### src/rtl/isqrt_pkg.sv
// Shared types and elaboration helpers for the iterative square-root engine.
package isqrt_pkg;

   typedef enum logic [1:0] {
      IDLE = 2'd0,
      CALC = 2'd1,
      FIN  = 2'd2
   } state_t;

   // Iteration counter width; never narrower than one bit.
   function automatic int cnt_w(input int rw);
      return (rw > 1) ? $clog2(rw) : 1;
   endfunction

   function automatic bit width_ok(input int w);
      return (w >= 4) && ((w % 2) == 0);
   endfunction

endpackage

### src/rtl/isqrt_step.sv
// One restoring square-root digit step: consumes two radicand bits, emits one root bit.
module isqrt_step #(
   parameter int RW = 8
) (
   input  logic [RW+1:0] p,
   input  logic [RW-1:0] q,
   input  logic [1:0]    xb,
   output logic [RW+1:0] p_nxt,
   output logic [RW-1:0] q_nxt
);

   logic [RW+1:0] pp;
   logic [RW+1:0] t;
   logic [RW+1:0] diff;
   logic          ge;

   // P never exceeds 2Q, so the bits shifted out of the top are always zero.
   assign pp    = (p << 2) | {{RW{1'b0}}, xb};
   assign t     = {q, 2'b01};
   assign ge    = (pp >= t);
   assign diff  = pp - t;
   assign p_nxt = ge ? diff : pp;
   assign q_nxt = {q[RW-2:0], ge};

endmodule

### src/rtl/isqrt_iter.sv
// Iterative floor/round-to-nearest integer square root, one root bit per clock,
// with back-to-back request acceptance on the done cycle.
module isqrt_iter
   import isqrt_pkg::*;
#(
   parameter  int WIDTH = 16,
   localparam int RW    = WIDTH / 2
) (
   input  logic             clk,
   input  logic             clr,
   input  logic             go,
   input  logic             rnd,
   input  logic [WIDTH-1:0] din,
   output logic             busy,
   output logic             done,
   output logic [RW-1:0]    root,
   output logic [RW:0]      rem,
   output logic             sat
);

   if (!width_ok(WIDTH)) begin : g_bad_width
      $fatal(1, "isqrt_iter: WIDTH must be even and >= 4");
   end

   localparam int             CW   = cnt_w(RW);
   localparam logic [CW-1:0]  LAST = CW'(RW - 1);

   state_t           state;
   logic [WIDTH-1:0] x;
   logic             r;
   logic [RW-1:0]    q;
   logic [RW+1:0]    p;
   logic [CW-1:0]    cnt;

   logic [RW+1:0]    p_nxt;
   logic [RW-1:0]    q_nxt;
   logic             up;

   isqrt_step #(.RW(RW)) u_step (
      .p     (p),
      .q     (q),
      .xb    (x[WIDTH-1:WIDTH-2]),
      .p_nxt (p_nxt),
      .q_nxt (q_nxt)
   );

   // Remainder above Q means x >= Q^2+Q+1, i.e. sqrt(x) >= Q+0.5.
   assign up   = r && (p > {2'b00, q});
   assign busy = (state != IDLE);

   always_ff @(posedge clk or negedge clr) begin
      if (!clr) begin
         state <= IDLE;
         x     <= '0;
         r     <= 1'b0;
         q     <= '0;
         p     <= '0;
         cnt   <= '0;
         done  <= 1'b0;
         root  <= '0;
         rem   <= '0;
         sat   <= 1'b0;
      end else begin
         done <= 1'b0;
         case (state)
            IDLE: begin
               if (go) begin
                  x     <= din;
                  r     <= rnd;
                  q     <= '0;
                  p     <= '0;
                  cnt   <= '0;
                  state <= CALC;
               end
            end
            CALC: begin
               p   <= p_nxt;
               q   <= q_nxt;
               x   <= {x[WIDTH-3:0], 2'b00};
               cnt <= cnt + 1'b1;
               if (cnt == LAST) state <= FIN;
            end
            FIN: begin
               rem <= p[RW:0];
               if (up && (&q)) begin
                  root <= '1;
                  sat  <= 1'b1;
               end else if (up) begin
                  root <= q + 1'b1;
                  sat  <= 1'b0;
               end else begin
                  root <= q;
                  sat  <= 1'b0;
               end
               done  <= 1'b1;
               state <= IDLE;
            end
            default: state <= IDLE;
         endcase
      end
   end

endmodule

### config.mk
export PLATFORM = sky130hd
export DESIGN_NAME = isqrt_iter
export DESIGN_NICKNAME = d
export VERILOG_FILES = /design/src/rtl/isqrt_pkg.sv /design/src/rtl/isqrt_step.sv /design/src/rtl/isqrt_iter.sv
export SDC_FILE = /design/constraint.sdc
export NUM_CORES = 1
export LEC_CHECK = 0
export BUFFER_PORTS_ARGS = -buffer_cell sky130_fd_sc_hd__clkbuf_2
export CORE_ASPECT_RATIO = 0.9
export CORE_MARGIN = 3
export CORE_UTILIZATION = 62
export CTS_BUF_LIST = sky130_fd_sc_hd__clkbuf_16
export DETAILED_ROUTE_END_ITERATION = 16
export GPL_TIMING_DRIVEN = 0
export HOLD_SLACK_MARGIN = 0.12
export PLACE_DENSITY_LB_ADDON = 0.05
export SETUP_SLACK_MARGIN = 0.15
export SLEW_MARGIN = 20
export SYNTH_ARGS = -nofsm -noshare
export SYNTH_HDL_FRONTEND = slang
export SYNTH_SLANG_ARGS = --single-unit
### constraint.sdc
create_clock -name clk -period 4.5 [get_ports clk]
set_clock_uncertainty 0.1 [all_clocks]
set_input_delay 0 -clock clk [delete_from_list [all_inputs] [get_ports clk]]
set_output_delay 0 -clock clk [all_outputs]
set_load 0.1 [all_outputs]
==> results.yml, run 1 <==
run_status:
  status: "complete, no violations"
global_route:
  grt_pass1_wl_mm: 15.06
  first_global_vias: 3154
  antenna_found_initial: 0
  overflow: 0
  track_usage_pct: 29.75
  grt_max_degree: 43
sta:
  hold-worst-slack_ps: 336.8
  layout_setup_ws_ps: 1906
  slew_headroom_pct: 51.01
  tns_ps: 0
  setup_violations: 0
  drv_slew: 0
  post-route-period-util_pct: 57.65
  hold_violations: 0
  rsz0062_at_grt: "false"
  finalCriticalPeriod_ps: 2594
  timing.fmax_mhz: 385.5
  worst_slew_pin_slew_ps: 732.5
clock_tree:
  cts_buffers: 9
  clock_latency_ps: 330
  cts_resized: 0
  root_buffer: "clkbuf_16"
  cts_tree: "done"
  cts_sinks: 59
  h-tree-depth: 3
  clockBufferDepth: 2
  path_clk_slew_ps: 50
synth:
  synthesis.nets: 417
  syn_area_per_cell_um2: 8.863
  synth_edf_count: 0
  synthCells: 383
  ys_seq_area_share_pct: 43.49
  synth_ff_type: "dfrtp_1"
  yosysWarningCount: 0
  async_flop_share_pct: 100.0
  synth_cell_types: 57
  ys_seq_elements: 59
  synth_area_um2: 3395
final_layout:
  fin_nets: 489
  drive_gt1_share_pct: 16.12
  fillCellCount: 335
  syn2layout_area_growth_pct: 22.37
  diodes: 0
  multi_input_area_um2: 1692
  postLayoutCellArea_um2: 4154
  final-seq-area_um2: 1476
route:
  dr.pass1.iters: 7
  drc: 0
  wl_mm: 8.976
  via_count: 3230
  drtIter0Drc: 302
  vias_per_cell: 6.164
  ant_nets: 0
  routedWlPerCell_um: 17.13
flow_run:
  drv_cap: 0
die:
  ioPinCount: 40
  core.rowCount: 24
  die_h_um: 76.20
  core_um2: 5075
  die_w_um: 84.00
  start_util_pct: 66.89
  die_area_um2: 6400
worst_hold_path:
  min_path_cells: 4
  hold_class: "primary input to register"
setup_path:
  ff2ff_path_depth: 8
  crit_family: "compound AO/OA/AOI/OAI gates"
  crit_path_max_incr_delay_ps: 450
  endpoint_kind: "register"
  path_buf_inv: 2
  cp.required_ps: 4610
  crit_arrival_ps: 2700
  cp_max_fo: 10
  worstSetupPathType: "register to register"
  cp-start-kind: "register"
  cpMaxStageDelayCell: "dfrtp_1"
  cp.depth: 8
  crit_chain: "inv_1 -> ha_1 -> buf_6 -> and3b_1 -> a2111o_1 -> a311oi_1 -> a211oi_1 -> a311o_1"
place:
  dpl.hpwl_mm: 6.016
  io_buffers: 39
  gp_congestion: 0.8689
  post-place-ws_ps: 1947
  placed_area_um2: 3694
==> tightest hold or removal path: stages <==
cell	delay, ps
dlygate4sd3_1	520
clkbuf_2	100
nand2_1	50
nand2_1	50
==> flip-flops by register name, indices dropped and copies added (netlist names) <==
name,count
p,10
r,1
rem,9
cnt,3
q,8
sat,1
root,8
done,1
state,2
x,16
==> cell type report <==
cell class / instances / share of cell area, %
Sequential cell: 59 / 35.54
Timing Repair Buffer: 61 / 10.30
Inverter: 17 / 1.536
Clock inverter: 6 / 0.6024
Clock buffer: 9 / 5.422
Multi-Input combinational cell: 282 / 40.72
Buffer: 25 / 3.916
Tap cell: 65 / 1.958
==> placed cells by master (no fill, tap or decap), types with 5 or more instances in the layout <==
cell type / n
clkbuf_2: 39
buf_6: 6
clkbuf_16: 9
nor2_1: 30
a21oi_1: 6
o21ai_0: 18
nand3_1: 16
o31ai_1: 10
nand2_1: 80
and3_1: 9
nand2b_1: 5
dfrtp_1: 59
o211ai_1: 5
nand4_1: 7
a31oi_1: 21
dlygate4sd3_1: 21
clkbuf_1: 11
a311o_1: 5
inv_1: 18
ha_1: 14
==> per-stage QoR <==
| step | util [%] | cells |
|---|---|---|
| 2_1_floorplan | - | 383 |
| 3_3_place_gp | 72.34 | 487 |
| 3_5_place_dp | 72.78 | 488 |
| 4_1_cts | 81.85 | 524 |
| 5_1_grt | 81.85 | 524 |
| 6_report | 81.85 | 524 |
==> cells by family (layout without fill, tap and decap cells) <==
group / Yosys count / in the layout / share of synthesized area [%]
buffers and inverters: 42 / 118 / 6.671
adders and majority gates: 14 / 14 / 5.160
DFF: 59 / 59 / 43.49
xor gates and xnor gates: 4 / 4 / 1.032
and+or+nand+nor: 172 / 172 / 23.77
AOI/OAI and AO/OA: 92 / 92 / 19.87
==> Yosys cell counts, types with 2 or more instances <==
master | n | share of area, %
buf_1 | 3 | 0.33
buf_2 | 2 | 0.29
inv_1 | 17 | 1.9
xnor2_1 | 3 | 0.77
nor3b_1 | 2 | 0.44
o21ai_1 | 2 | 0.29
clkbuf_1 | 11 | 1.2
o31ai_1 | 10 | 2.2
nand3_1 | 16 | 2.4
ha_1 | 14 | 5.2
nand4_1 | 7 | 1.3
nor4_1 | 2 | 0.37
nor4b_1 | 3 | 0.77
clkbuf_8 | 2 | 0.81
a311o_1 | 5 | 1.5
nand2b_1 | 5 | 0.92
nor2b_1 | 3 | 0.55
a2111oi_0 | 2 | 0.52
buf_6 | 6 | 2.0
and3_1 | 9 | 1.7
nor2_1 | 30 | 3.3
dfrtp_1 | 59 | 43
o211a_1 | 2 | 0.59
a31oi_1 | 21 | 3.9
o21ai_0 | 18 | 2.7
and4_1 | 3 | 0.77
and2_1 | 2 | 0.37
nand2_1 | 80 | 8.8
o211ai_1 | 5 | 1.1
a21oi_1 | 6 | 0.88
nor3_1 | 4 | 0.59
a211oi_1 | 4 | 0.88
==> what timing repair did <==
| action | in CTS | in global routing |
|---|---|---|
| hold endpoints to repair | 78 | 0 |
| buffers inserted | 0 | 0 |
| hold buffers | 21 | 0 |
| endpoints found under the setup margin | 0 | 0 |
==> metal layers <==
metal,vias to the layer above,track usage (%),share of wire (%)
met5,-,0,0
met4,0,12.06,3.6
met3,30,8.757,6.6
met2,142,47.54,47
met1,1534,37.91,43
li1,1524,-,-
==> final timing paths <==
kind	from	to	slack [ps]
max in group asynchronous	clr	rem[3]	2520
setup reg to reg	q[4]	p[6]	1910
hold reg to reg	rem[6]	rem[6]	370
setup / recovery	q[4]	p[6]	1910
hold / removal	din[0]	x[0]	340
min in group asynchronous	clr	root[7]	650
Power of run 1 is left out: the tool's default activity adds up to more than one toggle a clock period on the data nets, which glitch-free logic cannot reach.
==> run 2: changes to the inputs <==
Settings changed: CORE_UTILIZATION 62 to 58.
Clock period 4.5 ns to 2.4 ns, I/O delays scaled along.
==> run 2 against run 1 <==
Clock-buffer cell count is the same. Non-clock buffer count up 44. Utilization grew 4.8 points. Global-route usage grew 0.42 points. Fmax grew 11%. Sequential cell count did not move. Critical path depth did not move.
==> results.yml, run 2 (synthesized netlist as in run 1, its figures left out) <==
route:
  wl_mm: 11.51
  wirelength_met1_mm: 4.314
  wl_met2_mm: 5.491
  via_count: 3742
  vias_per_cell: 6.542
  routed-wl-met3_mm: 1.221
  drtIter0Drc: 560
  routedWlPerCell_um: 20.12
  ant_nets: 0
  drc: 0
  dr.pass1.iters: 5
  top_layer_used: "met4"
global_route:
  grt_pass1_wl_mm: 15.95
  antenna_found_initial: 0
  track_usage_pct: 30.17
  first_global_vias: 3314
  overflow: 0
  grt_max_degree: 43
sta:
  worst_slew_pin_slew_ps: 733.6
  setup_violations: 0
  rsz0062_at_grt: "true"
  slew_headroom_pct: 50.93
  post-route-period-util_pct: 97.56
  hold_violations: 0
  drv_slew: 0
  finalCriticalPeriod_ps: 2341
  timing.fmax_mhz: 427.1
place:
  dp.cells: 490
  dpl.hpwl_mm: 5.915
  io_buffers: 39
  gp_congestion: 0.9002
clock_tree:
  root_buffer: "clkbuf_16"
  cts_tree: "done"
  clock_latency_ps: 330
  path_clk_slew_ps: 50
  clockBufferDepth: 2
  cts_buffers: 9
  cts_sinks: 59
  h-tree-depth: 3
setup_path:
  cp-start-kind: "register"
  endpoint_kind: "register"
  r2r-start: "q[0]"
  cp.required_ps: 2490
  reg2reg_to: "p[7]"
  worstSetupPathType: "register to register"
  crit_arrival_ps: 2430
  cp_max_fo: 5
  ff2ff_path_depth: 8
  r2r_slack_ps: 60
final_layout:
  drive_gt1_share_pct: 29.70
  final_cells: 572
  largest_reg_flops: 16
  top_regs: "x: 16 flops, p: 10 flops, rem: 9 flops"
  syn2layout_area_growth_pct: 39.00
  largest-register: "x"
  diodes: 0
  fin_nets: 534
  final_cell_mix: "nand2_1, dfrtp_1, buf_4"
  mostFrequentLayoutCell: "nand2_1"
die:
  ioPinCount: 40
  core_um2: 5443
  die_area_um2: 6808
  die_w_um: 86.64
  core.rowCount: 25
  start_util_pct: 62.37
  die_h_um: 78.58
worst_hold_path:
  hold_class: "primary input to register"
  holdCritStartpoint: "rnd"
  min_path_cells: 4
  hold_path_end: "r"
run_status:
  status: "complete, no violations"
flow_run:
  drv_cap: 0
==> run 2: changes by cell type in the layout (fill, tap and decap cells not counted), sizes merged <==
cell / change
buf: +44
o211ai: +1
inv: +2
clkinv: -1
==> run 2: what timing repair did <==
item	in CTS	in global routing
setup endpoints to repair	17	19
cloned	1	1
gates resized for setup	20	24
endpoints found under the hold margin	78	0
setup buffers	12	31
hold buffers	21	0
pin swaps	4	18
==> run 2: layout make-up <==
cell class	instances	area (um^2)
multi-input cells	283	1889
flip-flops and latches	59	1484
repair buffers	105	772.0
fillers	276	724.4
clock buffers	9	225.2
plain buffers	25	171.4
well taps	67	83.83
inverters	17	63.81
clock inverters	7	28.78
==> run 2: metal layers <==
| layer | track usage (%) | vias to the layer above |
|---|---|---|
| met5 | 0 | - |
| met4 | 11.84 | 0 |
| met3 | 8.395 | 60 |
| met2 | 47.63 | 296 |
| met1 | 39.13 | 1779 |
| li1 | - | 1607 |
==> run 2: stage by stage <==
stage / hold WS (ps) / utilization, % / setup TNS [ps] / cell area, um^2 / worst slack, ps
after floorplan: -395.6 / - / 0 / 3395 / 172.2
after global placement: 94.83 / 67.49 / -90.47 / 3674 / -90.47
after detailed placement: -185.1 / 67.91 / -110.6 / 3696 / -110.6
after CTS: 311.7 / 79.63 / 0 / 4334 / 144.8
after global routing: 365.8 / 86.69 / -16.00 / 4718 / -16.00
final: 341.5 / 86.69 / 0 / 4718 / 58.63
==> run 2: worst max path at each step <==
stage               from    to  slack, ps  cells after the start
floorplan           q[4]  p[6]        170                      8
global placement    q[4]  p[6]        -90                      8
detailed placement  q[4]  p[6]       -110                      8
CTS                 q[3]  p[6]        140                      8
global route        q[0]  p[7]        -20                      8
finish              q[0]  p[7]         60                      8
==> run 2: critical path, cell delays in order (launching register included) <==
cell and delay (ps):
dfrtp_1 350, inv_1 120, ha_1 390, nand2b_1 190, a211oi_4 320, buf_4 200, o211ai_2 150, a41oi_1 240
o21ai_0 130
Power of run 2 is left out for the same reason.
==> run 3: changes to the inputs <==
Settings changed: RECOVER_POWER from default to 50.
==> run 3 against run 2 <==
Wire length is 0.13% lower. Register-to-register slack hardly changed. Final area is 1.1% lower. Critical path depth stayed put.
==> results.yml, run 3 (synthesized netlist as in run 1, its figures left out) <==
setup_path:
  cp.required_ps: 2490
  crit_chain: "inv_1 -> ha_1 -> nand2b_1 -> a211oi_4 -> buf_4 -> o211ai_2 -> a41oi_1 -> o21ai_0"
  crit_family: "compound AO/OA/AOI/OAI gates"
  reg2reg_to: "p[7]"
  cpMaxStageDelayCell: "ha_1"
  crit_path_max_incr_delay_ps: 400
  ff2ff_path_depth: 8
  crit_arrival_ps: 2430
  path_buf_inv: 2
  cp-start-kind: "register"
  r2r-start: "q[0]"
  cp_max_fo: 5
  endpoint_kind: "register"
  r2r_slack_ps: 60
  worstSetupPathType: "register to register"
final_layout:
  syn2layout_area_growth_pct: 37.49
  fillCellCount: 300
  fin_nets: 534
  drive_gt1_share_pct: 25.35
  final_util_pct: 85.75
  largest-register: "x"
  mostFrequentLayoutCell: "nand2_1"
  final_cells: 572
  top_regs: "x: 16 flops, p: 10 flops, rem: 9 flops"
  largest_reg_flops: 16
  multi_input_area_um2: 1889
  final_cell_mix: "nand2_1, dfrtp_1, buf_4"
  final-seq-area_um2: 1484
  diodes: 0
die:
  core_um2: 5443
  core.rowCount: 25
  ioPinCount: 40
  die_h_um: 78.58
  die_area_um2: 6808
  start_util_pct: 62.37
  die_w_um: 86.64
global_route:
  track_usage_pct: 30.17
  antenna_found_initial: 0
  overflow: 0
  first_global_vias: 3314
  grt_pass1_wl_mm: 15.95
  grt_max_degree: 43
flow_run:
  drv_cap: 0
route:
  via_count: 3723
  wl_mm: 11.49
  ant_nets: 0
  dr.pass1.iters: 6
  drc: 0
  routedWlPerCell_um: 20.09
  vias_per_cell: 6.509
  drtIter0Drc: 391
sta:
  post-route-period-util_pct: 97.67
  worst_slew_pin_slew_ps: 1172
  slew_headroom_pct: 22.20
  timing.fmax_mhz: 426.6
  finalCriticalPeriod_ps: 2344
  setup_violations: 0
  tns_ps: 0
  hold_violations: 0
  hold-worst-slack_ps: 341.0
  drv_slew: 0
  rsz0062_at_grt: "true"
place:
  dpl.hpwl_mm: 5.915
  dp.cells: 490
  gp_congestion: 0.9002
  io_buffers: 39
clock_tree:
  root_buffer: "clkbuf_16"
  clockBufferDepth: 2
  cts_buffers: 9
  clock_latency_ps: 330
  path_clk_slew_ps: 50
  h-tree-depth: 3
  cts_tree: "done"
  cts_sinks: 59
worst_hold_path:
  hold_path_end: "x[1]"
  min_path_cells: 4
  holdCritStartpoint: "din[1]"
  hold_class: "primary input to register"
run_status:
  status: "complete, no violations"
run 3: area by class of cell:
cell class	count	area share [%]
sequential	59	31.80
clock inverter	7	0.6166
multi-input combinational	283	40.48
buffer	25	3.432
clock buffer	9	4.826
inverter	17	1.367
tap	67	1.796
timing repair buffer	105	15.68
run 3: worst max path at each step:
stage | from | endpoint | slack (ps) | depth (start not counted)
2_1_floorplan | q[4] | p[6] | 170 | 8
3_3_place_gp | q[4] | p[6] | -90 | 8
3_5_place_dp | q[4] | p[6] | -110 | 8
4_1_cts | q[3] | p[6] | 140 | 8
5_1_grt | q[0] | p[7] | -20 | 8
6_report | q[0] | p[7] | 60 | 8
run 3: worst reg2reg max path, stage by stage, from the launching register on:
cell and delay (ps):
dfrtp_1 350, inv_1 110, ha_1 400, nand2b_1 190, a211oi_4 320, buf_4 190
o211ai_2 160, a41oi_1 250, o21ai_0 130
run 3: metrics by stage:
step / cell area [um^2] / setup WS [ps]
after floorplan: 3395 / 172.2
after global placement: 3674 / -90.47
after detailed placement: 3696 / -110.6
after CTS: 4334 / 144.8
after global routing: 4667 / -16.00
final: 4667 / 55.80
run 3: metal layers:
layer	GRT usage, %	up-vias	part of all wire (%)
li1	-	1609	-
met1	39.13	1783	39
met2	47.63	267	47
met3	8.395	64	9.1
met4	11.84	0	4.4
met5	0	-	0
run 3: repair_timing:
item / 4_1_cts / 5_1_grt
gates resized for setup: 20 / 24
hold endpoints to repair: 78 / 0
hold buffers: 21 / 0
pin swaps: 4 / 18
endpoints found under the setup margin: 17 / 19
cloned: 1 / 1
buffers inserted: 12 / 31
Power of run 3 is left out for the same reason.
